File: config.mk
export PLATFORM = sky130hd
export DESIGN_NAME = pipe_ctrl
export DESIGN_NICKNAME = d
export VERILOG_FILES = /design/src/rtl/cpu_pkg.sv /design/src/rtl/sat_counter.sv /design/src/rtl/pipe_ctrl.sv
export SDC_FILE = /design/constraint.sdc
export NUM_CORES = 1
export LEC_CHECK = 0
export BUFFER_PORTS_ARGS = -buffer_cell sky130_fd_sc_hd__buf_2
export CORE_ASPECT_RATIO = 1.75
export CORE_MARGIN = 5
export CORE_UTILIZATION = 25
export DETAILED_ROUTE_END_ITERATION = 7
export HOLD_SLACK_MARGIN = 0.15
export MAX_ROUTING_LAYER = met4
export PLACE_DENSITY_LB_ADDON = 0.3
export SLEW_MARGIN = 25
export SYNTH_ARGS = -nofsm -noshare
export SYNTH_HDL_FRONTEND = slang
export SYNTH_HIERARCHICAL = 1
export SYNTH_SLANG_ARGS = --single-unit
File: constraint.sdc
create_clock -name clk -period 6.3 [get_ports clk]
set_input_delay 0.945 -clock clk [delete_from_list [all_inputs] [get_ports clk]]
set_output_delay 0.945 -clock clk [all_outputs]
set_load 0.1 [all_outputs]
File: src/rtl/cpu_pkg.sv
// cpu_pkg: shared state encoding and default widths for the pipeline controller
package cpu_pkg;
  localparam int REG_AW_DEF   = 5;
  localparam int MAX_WAIT_DEF = 16;
  localparam int CNT_W_DEF    = 32;
  localparam int WAIT_W       = 8;
  typedef enum logic [1:0] {RUN, DWAIT, HALT} state_e;
endpackage

File: src/rtl/sat_counter.sv
// sat_counter: up-counter that sticks at all-ones instead of wrapping
module sat_counter #(
  parameter int W = 32
) (
  input  logic         clk,
  input  logic         rst,
  input  logic         inc_i,
  output logic [W-1:0] cnt_o
);
  logic [W-1:0] cnt_q;
  // count enabled cycles, holding once every bit is set
  always_ff @(posedge clk or posedge rst)
    if (rst) cnt_q <= '0;
    else if (inc_i && !(&cnt_q)) cnt_q <= cnt_q + 1'b1;
  assign cnt_o = cnt_q;
endmodule

File: src/rtl/pipe_ctrl.sv
// pipe_ctrl: hazard, redirect and memory-wait control for a five-stage pipeline
module pipe_ctrl
  import cpu_pkg::*;
#(
  parameter int REG_AW   = REG_AW_DEF,
  parameter int MAX_WAIT = MAX_WAIT_DEF,
  parameter int CNT_W    = CNT_W_DEF
) (
  input  logic              clk,
  input  logic              rst,
  input  logic [REG_AW-1:0] id_rs1_i,
  input  logic [REG_AW-1:0] id_rs2_i,
  input  logic              id_rs1_use_i,
  input  logic              id_rs2_use_i,
  input  logic [REG_AW-1:0] ex_rd_i,
  input  logic              ex_is_load_i,
  input  logic              ex_branch_taken_i,
  input  logic              imem_ready_i,
  input  logic              dmem_req_i,
  input  logic              dmem_ready_i,
  output logic              pc_stall_o,
  output logic              if_id_stall_o,
  output logic              if_id_flush_o,
  output logic              id_ex_flush_o,
  output logic              ex_mem_stall_o,
  output logic              timeout_o,
  output logic [CNT_W-1:0]  stall_cnt_o
);
  state_e            state_q, state_d;
  logic [WAIT_W-1:0] wait_q, wait_d;
  logic              timeout_q, timeout_d;
  logic              lu, dmem_miss, mem_hold;
  assign lu = ex_is_load_i && (ex_rd_i != '0) &&
              ((id_rs1_use_i && id_rs1_i == ex_rd_i) || (id_rs2_use_i && id_rs2_i == ex_rd_i));
  assign dmem_miss = (state_q == RUN) && dmem_req_i && !dmem_ready_i;
  // a pending data access freezes the front end and MEM; a completing wait cycle behaves as RUN
  assign mem_hold = dmem_miss || (state_q == HALT) || (state_q == DWAIT && !dmem_ready_i);
  // control outputs by priority: memory hold, redirect, load-use bubble, fetch bubble
  always_comb begin
    pc_stall_o     = 1'b0;
    if_id_stall_o  = 1'b0;
    if_id_flush_o  = 1'b0;
    id_ex_flush_o  = 1'b0;
    ex_mem_stall_o = 1'b0;
    if (mem_hold) begin
      pc_stall_o     = 1'b1;
      if_id_stall_o  = 1'b1;
      ex_mem_stall_o = 1'b1;
    end else if (ex_branch_taken_i) begin
      if_id_flush_o = 1'b1;
      id_ex_flush_o = 1'b1;
    end else if (lu) begin
      pc_stall_o    = 1'b1;
      if_id_stall_o = 1'b1;
      id_ex_flush_o = 1'b1;
    end else if (!imem_ready_i) begin
      pc_stall_o    = 1'b1;
      if_id_flush_o = 1'b1;
    end
  end
  // next state: enter DWAIT on a miss, leave on ready, give up after MAX_WAIT wait cycles
  always_comb begin
    state_d   = state_q;
    wait_d    = wait_q;
    timeout_d = timeout_q;
    if (dmem_miss) begin
      state_d = DWAIT;
      wait_d  = '0;
    end else if (state_q == DWAIT && dmem_ready_i) begin
      state_d = RUN;
    end else if (state_q == DWAIT && wait_q == WAIT_W'(MAX_WAIT - 1)) begin
      state_d   = HALT;
      timeout_d = 1'b1;
    end else if (state_q == DWAIT) begin
      wait_d = wait_q + 1'b1;
    end
  end
  // state, wait count and sticky timeout registers
  always_ff @(posedge clk or posedge rst)
    if (rst) begin
      state_q   <= RUN;
      wait_q    <= '0;
      timeout_q <= 1'b0;
    end else begin
      state_q   <= state_d;
      wait_q    <= wait_d;
      timeout_q <= timeout_d;
    end
  assign timeout_o = timeout_q;
  sat_counter #(.W(CNT_W)) u_stall_cnt (
    .clk  (clk),
    .rst  (rst),
    .inc_i(pc_stall_o),
    .cnt_o(stall_cnt_o)
  );
endmodule

==> results.py <==
metrics = {
    "clock_tree": {
        "clkTransAtPathRegs_ns": 0.06,
        "clk_latency_ns": 0.29,
        "cts_max_level": 2,
        "cts.repair.resized": 0,
        "clock_sinks": 43,
        "clockRootBuffer": "clkbuf_16",
        "ctsHoldBuffers": 0,
        "numCtsBuffers": 5,
        "cts_tree": "built",
        "postCtsSetupRepairBufs": 0,
        "clockBufferDepth": 2,
    },
    "logic_synthesis": {
        "synth_cell_types": 54,
        "ys_async_sr_fraction_pct": 100.0,
        "syn-cell-area_sq_mm": 0.002510,
        "synth_cells": 245,
        "synth_fp_nets": 271,
        "synth-edff-count": 0,
        "yosysWarnings": 6,
        "synth_flop_cell": "dfrtp_1",
        "synth_seq_area_share_pct": 42.87,
        "ys_seq_elements": 43,
        "avgSynthCellArea_sq_um": 10.24,
    },
    "route": {
        "dr_total_vias": 2113,
        "drc_errors": 0,
        "routed.top_layer": "met4",
        "post_drt_wl_per_cell_microns": 15.34,
        "drtIter0Drc": 55,
        "routed_via_density": 4.869,
        "wirelength_mm": 6.657,
        "wl_met1_mm": 2.690,
        "ant_nets": 0,
        "detailroute.wirelength.met3_microns": 332,
        "firstDrtPassIters": 4,
        "wl_met2_mm": 3.446,
    },
    "timing": {
        "min_period_over_period_pct": 57.58,
        "tightest_slew_ns": 0.6036,
        "final_hold_viol_count": 0,
        "final_max_slew_viol_count": 0,
        "setup_viol": 0,
        "rsz0062_at_grt": "false",
        "slew_headroom_pct": 59.76,
        "setup_tns_ns": 0,
        "clock_skew_ns": 0.006153,
        "fmax_ghz": 0.2757,
        "period_needed_ns": 3.628,
    },
    "global_routing": {
        "antenna_found_initial": 0,
        "grt_pass1_vias": 2161,
        "grt_max_degree": 33,
        "grt_pass1_wl_mm": 11.04,
        "grt_use_total_pct": 11.86,
        "grt_overflow": 0,
    },
    "pwr": {
        "cellPowerDensity_mw_per_mm2": 284.9,
        "p_seq_share_pct": 39.0,
        "swShare_pct": 42.34,
        "p_comb_share_pct": 32.4,
        "clkPwrFrac_pct": 28.6,
        "p_switching_uw": 371.9,
        "p_int_uw": 506.4,
        "p_leak_uw": 0.001450,
        "vdd_drop_max_mv": 0.1403,
    },
    "min_path": {
        "hold_depth": 1,
        "min_path_type": "register to register",
    },
    "cells_and_area": {
        "fin_nets": 334,
        "synthToLayoutAreaGrowth_pct": 22.83,
        "fillers": 1077,
        "final_common_cell": "buf_2",
        "diodes": 0,
        "fin_util_pct": 31.30,
        "multiInputGateArea_sq_mm": 0.001351,
        "register_area_sq_mm": 0.001076,
        "final_cell_mix": "buf_2 (61), dfrtp_1 (43), xor2_1 (24)",
        "layout-drive-gt1-share_pct": 31.07,
    },
    "critical_path": {
        "reg2reg_setup_slack_ns": 3.64,
        "worst-setup-path-type": "primary input to output port",
        "r2r-end": "u_stall_cnt/cnt_o[25]$_DFFE_PP0P_",
        "path_max_fanout": 6,
        "endpoint_kind": "output port",
        "critPathRequiredTime_ns": 5.35,
        "reg2reg_depth": 10,
        "endpoint": "pc_stall_o",
        "arrival_ns": 2.68,
        "startpoint": "ex_rd_i[3]",
        "crit_path_start_kind": "primary input",
        "r2r_start": "state_q[1]$_DFFE_PP0P_",
    },
    "floorplan": {
        "fp.dieW_microns": 85.74,
        "io_pins": 62,
        "placementRows": 48,
        "die_h_microns": 142.6,
        "dieArea_sq_mm": 0.01222,
        "core_area_sq_mm": 0.009849,
        "start_util_pct": 25.48,
    },
    "placement": {
        "place_hpwl_mm": 5.236,
        "place_congestion": 0.8149,
        "port_buffers": 61,
    },
    "run_status": {
        "status": "finished, final reports clean",
    },
    "job": {
        "max-cap-violations": 0,
    },
}
==> stage by stage <==
step / instances / cell area, sq um / hold WS (ns) / total power, uW / setup slack, ns
4_1_cts: 434 / 3083 / 0.4862 / 893.2 / 2.566
5_1_grt: 434 / 3083 / 0.5003 / 922.5 / 2.502
3_3_place_gp: 426 / 2942 / 0.4657 / 631.9 / 2.612
6_report: 434 / 3083 / 0.4757 / 878.3 / 2.672
2_1_floorplan: 245 / 2510 / 0.4817 / 568.3 / 0.7753
3_5_place_dp: 426 / 2942 / 0.4714 / 634.7 / 2.594
==> how the worst min path moves through the flow <==
stage	start	endpoint	slack (ns)
after floorplan	wait_q[4]$_DFFE_PP0P_	wait_q[4]$_DFFE_PP0P_	0.48
after global placement	timeout_o$_DFFE_PP0P_	timeout_o$_DFFE_PP0P_	0.47
after detailed placement	timeout_o$_DFFE_PP0P_	timeout_o$_DFFE_PP0P_	0.47
after CTS	timeout_o$_DFFE_PP0P_	timeout_o$_DFFE_PP0P_	0.49
after global routing	timeout_o$_DFFE_PP0P_	timeout_o$_DFFE_PP0P_	0.50
final	timeout_o$_DFFE_PP0P_	timeout_o$_DFFE_PP0P_	0.48
==> layout make-up <==
class	count	area share [%]
clock inverters	2	0.4058
inverters	10	1.218
flip-flops and latches	43	34.90
well taps	125	5.073
multi-input cells	185	43.83
repair buffers	63	10.39
clock buffers	6	4.180
==> cell families (layout without fill, tap and decap cells) <==
family          after synthesis  after routing  share of synthesized area, %
simple gates                109            109                         27.52
xor+xnor                     43             43                         15.00
flops                        43             43                         42.87
compound gates               29             29                         9.472
buf+inv                      17             81                         3.290
fa+ha+maj                     2              2                        0.9968
mux                           2              2                        0.8474
==> synthesized netlist by cell type, types with 3 or more instances <==
library cell  instances  share of area [%]
a21oi_1               4               0.80
a31o_2                3                1.0
and3_1                6                1.5
and4_1                4                1.4
dfrtp_1              43                 43
inv_1                10                1.5
nand2_1              20                3.0
nand3_1              14                2.8
nand4_1              15                3.7
nor2_1               11                1.6
nor3_1                7                1.4
nor3_2                9                3.6
nor4_1                5                1.2
o31ai_1               5                1.5
or4_1                 3               0.90
xnor2_1              19                6.6
xor2_1               24                8.4
==> metal layers <==
metal | GRT usage (%) | vias up
met5 | - | -
met3 | 2.607 | 13
li1 | - | 1018
met2 | 20.08 | 67
met1 | 13.42 | 1015
met4 | 4.837 | 0
==> registers in the layout, summed over array words and instances (netlist names) <==
register,cells
u_stall_cnt/cnt_o,32
wait_q,8
state_q,2
timeout_o,1
==> worst max-delay path, stage by stage <==
cell	delay (ns)
buf_2	0.13
xor2_1	0.16
nor4_1	0.38
a32oi_1	0.23
o21ai_0	0.21
buf_4	0.19
buf_2	0.44
==> power by group through the flow <==
stage,combinational (uW),clock (uW),sequential (uW)
6_report,285,251,342
3_5_place_dp,287,0,348
2_1_floorplan,92.3,0,476
5_1_grt,299,274,349
4_1_cts,287,263,343
3_3_place_gp,285,0,347
(Power assumes the default switching activity.)
